[src/rtl/msg_send_fsm.sv]
// Streams one of MSG_COUNT ROM-resident messages to a UART TX over the ldtxdata/txempty
// handshake; a message ends at a 0x00 byte or after MAX_LEN bytes, and can be aborted.
module msg_send_fsm #(
    parameter int unsigned MSG_COUNT = 4,
    parameter int unsigned MAX_LEN   = 32,
    parameter int unsigned DATA_W    = 8,
    parameter int unsigned SEL_W     = $clog2(MSG_COUNT),
    parameter int unsigned IDX_W     = $clog2(MAX_LEN)
) (
    input  logic                   clk,
    input  logic                   rst_n,
    input  logic                   start,
    input  logic [SEL_W-1:0]       msg_sel,
    input  logic                   abort,
    input  logic                   txempty,
    input  logic [DATA_W-1:0]      rom_data,
    output logic [SEL_W+IDX_W-1:0] rom_addr,
    output logic [DATA_W-1:0]      txdata,
    output logic                   ldtxdata,
    output logic                   busy,
    output logic                   done,
    output logic                   aborted,
    output logic [IDX_W:0]         sent_count
);

    localparam logic [2:0] IDLE     = 3'd0;
    localparam logic [2:0] FETCH    = 3'd1;
    localparam logic [2:0] CHECK    = 3'd2;
    localparam logic [2:0] LOAD     = 3'd3;
    localparam logic [2:0] WAITLOAD = 3'd4;
    localparam logic [2:0] WAITSEND = 3'd5;
    localparam logic [2:0] FINISH   = 3'd6;

    localparam logic [IDX_W-1:0] LAST_IDX = IDX_W'(MAX_LEN - 1);
    localparam logic [IDX_W-1:0] IDX_ONE  = IDX_W'(1);
    localparam logic [IDX_W:0]   CNT_ONE  = (IDX_W + 1)'(1);

    logic [2:0]        state_q, state_d;
    logic [SEL_W-1:0]  sel_q, sel_d;
    logic [IDX_W-1:0]  idx_q, idx_d;
    logic [DATA_W-1:0] txdata_q, txdata_d;
    logic              ldtxdata_q, ldtxdata_d;
    logic              busy_q, busy_d;
    logic              done_q, done_d;
    logic              aborted_q, aborted_d;
    logic [IDX_W:0]    sent_count_q, sent_count_d;
    logic              abort_hit;

    // Abort only matters while a message is actually in flight.
    always_comb begin
        abort_hit = 1'b0;
        case (state_q)
            FETCH, CHECK, LOAD, WAITLOAD, WAITSEND: abort_hit = abort;
            default:                                abort_hit = 1'b0;
        endcase
    end

    always_comb begin
        state_d      = state_q;
        sel_d        = sel_q;
        idx_d        = idx_q;
        txdata_d     = txdata_q;
        aborted_d    = aborted_q;
        sent_count_d = sent_count_q;

        case (state_q)
            IDLE: begin
                if (start) begin
                    sel_d        = msg_sel;
                    idx_d        = '0;
                    sent_count_d = '0;
                    aborted_d    = 1'b0;
                    state_d      = FETCH;
                end
            end
            FETCH: state_d = CHECK;
            CHECK: begin
                if (rom_data == '0) begin
                    state_d = FINISH;
                end else begin
                    txdata_d = rom_data;
                    state_d  = LOAD;
                end
            end
            LOAD:     state_d = WAITLOAD;
            WAITLOAD: state_d = WAITSEND;
            WAITSEND: begin
                if (txempty) begin
                    if (idx_q == LAST_IDX) begin
                        state_d = FINISH;
                    end else begin
                        idx_d   = idx_q + IDX_ONE;
                        state_d = FETCH;
                    end
                end
            end
            FINISH:  state_d = IDLE;
            default: state_d = IDLE;
        endcase

        // Abort outranks both txempty and the terminator; a byte already strobed stays counted.
        if (abort_hit) begin
            state_d   = FINISH;
            aborted_d = 1'b1;
            txdata_d  = txdata_q;
            idx_d     = idx_q;
        end

        // Outputs are registered from the next state so they line up with the state itself.
        ldtxdata_d = (state_d == LOAD);
        done_d     = (state_d == FINISH);
        busy_d     = (state_d != IDLE);
        if (state_d == LOAD) begin
            sent_count_d = sent_count_q + CNT_ONE;
        end
    end

    always_ff @(posedge clk) begin
        if (!rst_n) begin
            state_q      <= IDLE;
            sel_q        <= '0;
            idx_q        <= '0;
            txdata_q     <= '0;
            ldtxdata_q   <= 1'b0;
            busy_q       <= 1'b0;
            done_q       <= 1'b0;
            aborted_q    <= 1'b0;
            sent_count_q <= '0;
        end else begin
            state_q      <= state_d;
            sel_q        <= sel_d;
            idx_q        <= idx_d;
            txdata_q     <= txdata_d;
            ldtxdata_q   <= ldtxdata_d;
            busy_q       <= busy_d;
            done_q       <= done_d;
            aborted_q    <= aborted_d;
            sent_count_q <= sent_count_d;
        end
    end

    assign rom_addr   = {sel_q, idx_q};
    assign txdata     = txdata_q;
    assign ldtxdata   = ldtxdata_q;
    assign busy       = busy_q;
    assign done       = done_q;
    assign aborted    = aborted_q;
    assign sent_count = sent_count_q;

endmodule

[config.mk]
export PLATFORM = sky130hd
export DESIGN_NAME = msg_send_fsm
export DESIGN_NICKNAME = d
export VERILOG_FILES = /design/src/rtl/msg_send_fsm.sv
export SDC_FILE = /design/constraint.sdc
export NUM_CORES = 1
export LEC_CHECK = 0
export ABC_AREA = 0
export CORE_ASPECT_RATIO = 1.75
export CORE_UTILIZATION = 48
export CTS_BUF_LIST = sky130_fd_sc_hd__clkbuf_8
export CTS_CLUSTER_SIZE = 24
export DETAILED_ROUTE_END_ITERATION = 8
export GPL_ROUTABILITY_DRIVEN = 0
export HOLD_SLACK_MARGIN = 0.05
export PLACE_DENSITY = 0.82
export SETUP_SLACK_MARGIN = 0.3
export SYNTH_ARGS = -nofsm -noshare
export SYNTH_HDL_FRONTEND = slang
export SYNTH_SLANG_ARGS = --single-unit
[constraint.sdc]
create_clock -name clk -period 2.1 [get_ports clk]
set_input_delay 0.42 -clock clk [delete_from_list [all_inputs] [get_ports clk]]
set_output_delay 0.42 -clock clk [all_outputs]
set_load 0.005 [all_outputs]
## Word-level counts from Yosys, hierarchy flattened

Index checks and enable logic that the tools add are counted.

| cells by class | value |
|---|---|
| add/sub/neg operators | 2 |
| multiply operators | 0 |
| divide/modulo/power cells | 0 |
| magnitude comparators | 0 |
| equal/unequal tests | 11 |
| shifts and indexed selects | 0 |
| multiplexer cells | 17 |
| bitwise gates (word level) | 2 |
| reductions and logical operators | 14 |

Operators by type and width:

| kind | number |
|---|---|
| two-way mux 6 bit | 3 |
| one-hot mux 3 bit (6 select lines) | 1 |
| two-way mux 3 bit | 5 |
| two-way mux 5 bit | 3 |
| one-hot mux 5 bit (2 select lines) | 1 |
| nonzero test 2 bit | 5 |
| == test 3 x 2 -> 1 bit, second input constant | 3 |
| == test 3 bit, second input constant | 3 |
| zero test 8 bit | 1 |
| adder 6 x 1 -> 6 bit, second input constant | 1 |
| inequality test 2 bit, second input constant | 3 |
| AND reduction 2 bit | 3 |
| adder 5 x 1 -> 5 bit, second input constant | 1 |
| == test 5 bit, second input constant | 1 |
| AND reduction 5 bit | 1 |
| OR reduction 5 bit | 1 |
| two-way mux 1 bit | 4 |
| == test 3 x 1 -> 1 bit, second input constant | 1 |
| zero test 3 bit | 1 |
| AND reduction 3 bit | 1 |
| nonzero test 3 bit | 1 |
| NOT 1 bit | 2 |

| storage, ports and cells | value |
|---|---|
| register bits after elaboration | 28 |
| bits in latches | 0 |
| bits in writable memories | 0 |
| memory bits (read-only) | 0 |
| input bits | 15 |
| output and inout bits | 25 |
| memories kept | 0 |

## Depth between registers and ports, before layout

Gate-level depths: netlist (run 1).

| logic depth | value |
|---|---|
| depth after elaboration | 8 |
| depth in mapped cells | 7 |

## Worst setup path after synthesis (run 1)

Ideal clock, no wire load.

| timing | value |
|---|---|
| path type | register to register |
| start point | reg idx_q[0] |
| end point | reg idx_q[3] |
| setup time | 70 ps |
| arrival | 1913 ps |
| required time | 2030 ps |
| setup slack | 117 ps |
| stages on the path, launching flop included | 8 |
| path buffers | 0 |
| period minus slack after synthesis | 1983 ps |
| cells stage by stage | dfxtp_1 -> ha_1 -> and3_1 -> ha_1 -> and3b_1 -> a32oi_1 -> or4_1 -> a21oi_1 |

| between the ends | value |
|---|---|
| word-level cells in the longest chain between the ends | 4 |

Ends and longest elaborated chain:

| what | line | RTL |
|---|---|---|
| start: declaration | 40 | `logic [IDX_W-1:0] idx_q, idx_d;` |
| start signal: assignment | 132 | `idx_q <= idx_d;` |
| adder 5 x 1 -> 5 bit | 92 | `idx_d = idx_q + IDX_ONE;` |
| two-way mux 5 bit | 89 | `if (idx_q == LAST_IDX) begin` |
| two-way mux 5 bit | 88 | `if (txempty) begin` |
| one-hot mux 5 bit (2 select lines) | 66 | `case (state_q)` |

Several ways; a longest one is shown, not always the timed one. The select of a mux whose other input is x is not followed.
A chain may end at the register's enable or synchronous reset.

## Worst setup path in the final report (run 1)

| timing | value |
|---|---|
| start point | reg idx_q[0] |
| end point | reg idx_q[2] |

The elaborated chain is that of the path after synthesis.

==> results of run 1 <==
-- final cells by class --
| cell class | instances | area (um2) |
|---|---|---|
| Fill cell | 164 | 506.7 |
| Tap cell | 26 | 32.53 |
| Sequential cell | 28 | 570.5 |
| Timing Repair Buffer | 52 | 506.7 |
| Clock inverter | 1 | 30.03 |
| Clock buffer | 3 | 41.29 |
| Inverter | 7 | 26.28 |
| Multi-Input combinational cell | 100 | 808.3 |
-- sequential cells by signal, indices dropped and copies added (netlist names) --
signal and count:
txdata 8, sel_q 2, busy 1, idx_q 5, sent_count 6, done 1, state_q 3, ldtxdata 1
aborted 1
-- layer usage --
metal  vias up  GRT usage  part of all wire
met3         6    0.03762             0.050
li1        618          -                 -
met4         0    0.08244             0.021
met1       605     0.2949              0.37
met5         -          0                 0
met2        54     0.4514              0.56
-- through the flow --
stage	area (um2)	TNS, ps	worst slack, ps	instances
global placement	1753	0	83.70	206
floorplan	1326	0	224.6	142
global route	2016	0	96.07	217
detailed placement	1753	-8.266	-8.266	206
CTS	1929	0	179.9	215
finish	2016	0	150.4	217
-- how the worst max path moves through the flow --
stage,from,end,slack [ps],depth (start not counted)
floorplan,idx_q[0],idx_q[0],220,7
global placement,rom_data[4],busy,80,5
detailed placement,rom_data[7],sent_count[2],-8,6
CTS,idx_q[1],idx_q[2],180,7
global route,idx_q[0],idx_q[2],100,7
finish,idx_q[0],idx_q[2],150,7
-- cell families after synthesis --
group | share of synthesized area
buffers and inverters | 0.05207
and+or+nand+nor | 0.2257
muxes | 0.06172
AOI/OAI and AO/OA | 0.1900
adders and majority gates | 0.03857
DFF | 0.4320
-- cell usage after synthesis, types with 2 or more instances --
cell type,number
a21oi_1,11
a311oi_1,4
a41oi_1,2
and3b_1,2
and4_1,2
buf_4,2
clkbuf_1,4
dfxtp_1,28
ha_1,4
inv_1,7
mux2i_1,8
nand2_1,12
nand2b_1,2
nand3_1,6
nor2_1,13
nor3b_1,2
nor4_2,2
o21ai_0,4
o31ai_1,5
or3_1,2
or4_1,2
-- repair_timing --
item                       CTS  global route
setup endpoints to repair    8            13
gates resized for setup     14            17
setup buffers                5             2
pin swaps                    7             4
-- power breakdown --
part           internal, uW  total [uW]  switching [uW]
clock                   255         425             170
combinational           396         823             427
sequential              629         692            62.4
-- worst max-delay path: cells and delay by family, from the launching register on --
family,cells,cell delay [ps]
AOI/OAI and AO/OA,2,290
adders and majority gates,2,300
DFF,1,350
and+or+nand+nor,3,950
-- placed cells by master, fill, tap and decap left out, types with 2 or more instances in the layout --
master / synthesis / layout
a21oi_1: 11 / 8
a21oi_2: 0 / 3
a311oi_2: 0 / 3
a41oi_1: 2 / 2
and4_1: 2 / 2
buf_4: 2 / 12
clkbuf_8: 0 / 3
clkdlybuf4s50_1: 0 / 33
dfxtp_1: 28 / 24
dfxtp_2: 0 / 2
dfxtp_4: 0 / 2
dlymetal6s2s_1: 0 / 6
ha_1: 4 / 2
ha_4: 0 / 2
inv_1: 7 / 7
mux2i_1: 8 / 8
nand2_1: 12 / 12
nand3_1: 6 / 6
nor2_1: 13 / 13
nor4_4: 0 / 2
o21ai_0: 4 / 4
o31ai_1: 5 / 4
or3_1: 2 / 2
or4_1: 2 / 2
==> key figures, run 1 <==
Outcome
  • Run status: finished clean

Final layout
  • Layout area overhead: 55.35%
  • Final Util: 0.7991
  • Layout cells sized above 1: 0.2094
  • Ant diodes: 0
  • Nets: 211

Routing
  • Iteration-0 DRC count of the detailed router: 31
  • Post-DRT Antenna Nets: 0
  • Vias: 1,283
  • Pre-antenna DRT Iters: 4
  • # DRC: 0
  • Via density per instance: 5.912
  • Final wirelength: 3586 um
  • Routed len/inst: 16.53 um

Yosys
  • Yosys warns: 0
  • Synth top area share: 0.4320
  • Cell taking the most area after synthesis: dfxtp_1
  • EDFF count, synth: 0
  • Syn_nets: 161
  • Mapped Area: 1297 um2
  • Post-synthesis sequential area ratio: 0.4320
  • Primary FF master, synth: dfxtp_1
  • FFs w/ async S/R, synth: 0
  • Yosys cell types: 39
  • Area contributors post-synth: dfxtp_1, mux2i_1, a21oi_1
  • Post-synthesis average cell area: 9.137 um2
  • Synthesis-stage register bit count: 28
  • Post-Synthesis Cells: 142

Clocking
  • Bufs on Longest Clock Path: 2
  • Cts hold-fix bufs: 0
  • Clk slew on worst S/H paths: 90 ps
  • CTS Buf Count: 3
  • TritonCTS clock tree: yes
  • CTS Sinks: 28
  • Clock network latency to the later pin of the worst-skew pair: 270 ps
  • Clock root buffer: clkbuf_8
  • H-tree lvl count: 1

STA
  • Skew final: 4.824 ps
  • Max Clock Freq: 512.9 MHz
  • Period Utilization, post-route: 0.9284
  • RSZ-0062 raised after global routing: true
  • Final Setup Violations: 0
  • Hold slack: 475.5 ps
  • Slew Limit Fails: 0
  • Slew HR: 0.6440
  • Slew @ Worst Pin: 529.5 ps
  • Min cycle time layout: 1950 ps
  • Final Hold Violating Endpoints: 0

Critical path
  • Max FO, Critical Path: 6
  • Worst r2r src: idx_q[0]
  • CP Class: reg2reg
  • Required time of the worst setup path: 2310 ps
  • CP Capture Type: register
  • Critical path's largest stage delay: 500 ps
  • Register-to-Register Path Depth: 7
  • Worst endpoint data arrival time: 2160 ps
  • Cell mode on critical path: ha_4
  • Slowest-stage cell, CP: or4_1
  • Startpoint types: register
  • Worst r2r dst: idx_q[2]
  • Reg2Reg Setup Slack: 150 ps
  • Crit-path cells: ha_4 > and3_4 > ha_4 > and3b_2 > a32oi_4 > or4_1 > a21oi_2

Flow run
  • Number of max-cap violations: 0

Floorplanning
  • Starting Density: 0.5144
  • Top-level I/O count: 40
  • Die width: 41.30 um
  • Die height: 70.78 um
  • CORE AREA: 2522 um2
  • Rows: 24
  • Die area: 2923 um2

Hold path
  • Worst Hold End: sel_q[0]
  • Hold Path Origin: sel_q[0]
  • Worst hold path class: reg2reg
  • Worst hold stages: 2

Global routing
  • Initial antenna violation count: 0
  • Overall Global Routing Usage: 0.2574
  • Largest net degree at the start of global routing: 19
  • Gr ovfl total: 0
  • Vias in the first global route: 1,252
  • First-pass GRT wire length: 5395 um

Power
  • Maximum vdd ir drop: 0.7800 mV
  • Total Power: 1940 uW
  • PD cells: 962.5 nW/um2
  • Leak: 0.0007542 uW

Placed design
  • DP Wirelength: 2331 um
  • IO Port Bufs: 39
(Power assumes the default switching activity.)
==> inputs of run 2 (changes only) <==
--- a/config.mk
+++ b/config.mk
@@ -7,13 +7,13 @@
 export LEC_CHECK = 0
 export ABC_AREA = 0
 export CORE_ASPECT_RATIO = 1.75
-export CORE_UTILIZATION = 48
+export CORE_UTILIZATION = 40
 export CTS_BUF_LIST = sky130_fd_sc_hd__clkbuf_8
 export CTS_CLUSTER_SIZE = 24
 export DETAILED_ROUTE_END_ITERATION = 8
 export GPL_ROUTABILITY_DRIVEN = 0
 export HOLD_SLACK_MARGIN = 0.05
-export PLACE_DENSITY = 0.82
+export PLACE_DENSITY = 0.7
 export SETUP_SLACK_MARGIN = 0.3
 export SYNTH_ARGS = -nofsm -noshare
 export SYNTH_HDL_FRONTEND = slang
==> key figures, run 2 (synthesized netlist as in run 1, its figures left out) <==
Power
  • Leak: 0.0007057 uW (-6.4%)
  • PD cells: 891.6 nW/um2 (-7.4%)
  • Maximum vdd ir drop: 0.8204 mV (+5.2%)
  • Total Power: 1759 uW (-9.3%)

Routing
  • Via density per instance: 5.345 (-9.6%)
  • # DRC: 0 (unchanged)
  • Post-DRT Antenna Nets: 0 (unchanged)
  • Routed len/inst: 14.01 um (-15%)
  • Final wirelength: 3293 um (-8.2%)
  • Vias: 1,256 (-2.1%)
  • Iteration-0 DRC count of the detailed router: 30 (-3.2%)
  • Pre-antenna DRT Iters: 4 (unchanged)

STA
  • Min cycle time layout: 1945 ps (-4.763 ps)
  • Period Utilization, post-route: 0.9261 (-0.002268)
  • Max Clock Freq: 514.2 MHz (+0.24%)
  • Skew final: 8.243 ps (+3.419 ps)
  • RSZ-0062 raised after global routing: true
  • Setup TNS: 0 ps (unchanged)
  • Slew HR: 0.5574 (-0.08660)
  • Slew @ Worst Pin: 663.2 ps (+133.7 ps)
  • Slew Limit Fails: 0 (unchanged)
  • Final Hold Violating Endpoints: 0 (unchanged)
  • Final Setup Violations: 0 (unchanged)
  • Setup ws final: 155.1 ps (+4.763 ps)

Clocking
  • Clk slew on worst S/H paths: 90 ps (about the same)
  • Cts hold-fix bufs: 0 (unchanged)
  • Clock network latency to the later pin of the worst-skew pair: 270 ps (about the same)
  • Clock root buffer: clkbuf_8
  • CTS Sinks: 28 (unchanged)
  • TritonCTS clock tree: yes
  • CTS Buf Count: 3 (unchanged)
  • H-tree lvl count: 1 (unchanged)
  • Bufs on Longest Clock Path: 2 (unchanged)

Final layout
  • Most frequent cells in the layout: clkdlybuf4s50_1, dfxtp_1, buf_4, nor2_1, nand2_1
  • Nets: 213 (+0.95%)
  • Commonest non-fill, non-tap cell in the layout: clkdlybuf4s50_1
  • Ant diodes: 0 (unchanged)
  • Layout area overhead: 52.07%
  • Post-route cell area: 1973 um2 (-2.1%)
  • Final Util: 0.6349 (-0.1642)
  • Layout cells sized above 1: 0.1875 (-0.02192)
  • Max reg flops: 8 (unchanged)

Critical path
  • Worst endpoint data arrival time: 2140 ps (-20 ps)
  • Startpoint types: register
  • Required time of the worst setup path: 2300 ps (about the same)
  • CP Capture Type: register
  • Max FO, Critical Path: 7 (+1)
  • CP Class: reg2reg

Floorplanning
  • Die area: 3485 um2 (+19%)
  • Die width: 45.06 um (+9.1%)
  • Die height: 77.35 um (+9.3%)
  • CORE AREA: 3108 um2 (+23%)
  • Top-level I/O count: 40 (unchanged)
  • Starting Density: 0.4175 (-0.09691)
  • Rows: 27 (+13%)

Global routing
  • First-pass GRT wire length: 5540 um (+2.7%)
  • Overall Global Routing Usage: 0.2088 (-0.04867)
  • Vias in the first global route: 1,264 (+0.96%)
  • Largest net degree at the start of global routing: 22 (+3)
  • Gr ovfl total: 0 (unchanged)
  • Initial antenna violation count: 0 (unchanged)

Hold path
  • Worst hold path class: reg2reg

Placed design
  • DP Wirelength: 2306 um (-1.0%)
  • Placement Cell Area: 1804 um2 (+2.9%)
  • Dpl ws: 18.49 ps (+26.75 ps)
  • IO Port Bufs: 39 (unchanged)

Flow run
  • Number of max-cap violations: 0 (unchanged)

Outcome
  • Run status: finished clean
==> run 2: final timing paths <==
path	startpoint	slack [ps]	cells after the start	to
worst max-delay path	idx_q[1]	160	7	idx_q[0]
worst min-delay path	sel_q[1]	460	2	sel_q[1]
worst max register to register	idx_q[1]	160	7	idx_q[0]
worst min register to register	sel_q[1]	460	2	sel_q[1]
==> run 2: area by class of cell <==
class | count | area [um2]
Inverter | 7 | 26.28
Clock buffer | 3 | 41.29
Timing Repair Buffer | 54 | 511.7
Multi-Input combinational cell | 100 | 770.7
Tap cell | 43 | 53.80
Sequential cell | 28 | 569.3
Fill cell | 273 | 1135
==> run 2: per-layer routing <==
layer	GRT usage	wire, um	up-vias	part of all wire
li1	-	-	619	-
met1	0.2471	1283	593	0.39
met2	0.3493	1771	40	0.54
met3	0.04419	174	4	0.053
met4	0.08485	63	0	0.019
met5	0	0	-	0
==> run 2: power breakdown <==
part	internal [uW]	switching (uW)
Combinational	399	394
Sequential	623	58.7
Clock	129	156
Total	1150	609
==> run 2: critical path, stage by stage, from the launching register on <==
cell and delay, ps:
dfxtp_4 370, ha_4 150, and3_4 180, ha_4 150
and3b_2 260, a32oi_4 150, or4b_1 480, a21oi_1 130
==> run 2: what timing repair did <==
item,CTS,global route
gates cloned,0,0
setup buffers,3,2
endpoints found under the setup margin,9,25
pin swaps,5,10
gates resized for setup,6,13
==> run 2: metrics by stage <==
stage	hold slack, ps	std cells
2_1_floorplan	452.7	142
3_3_place_gp	443.6	227
3_5_place_dp	453.5	227
4_1_cts	466.5	233
5_1_grt	494.8	235
6_report	461.0	235
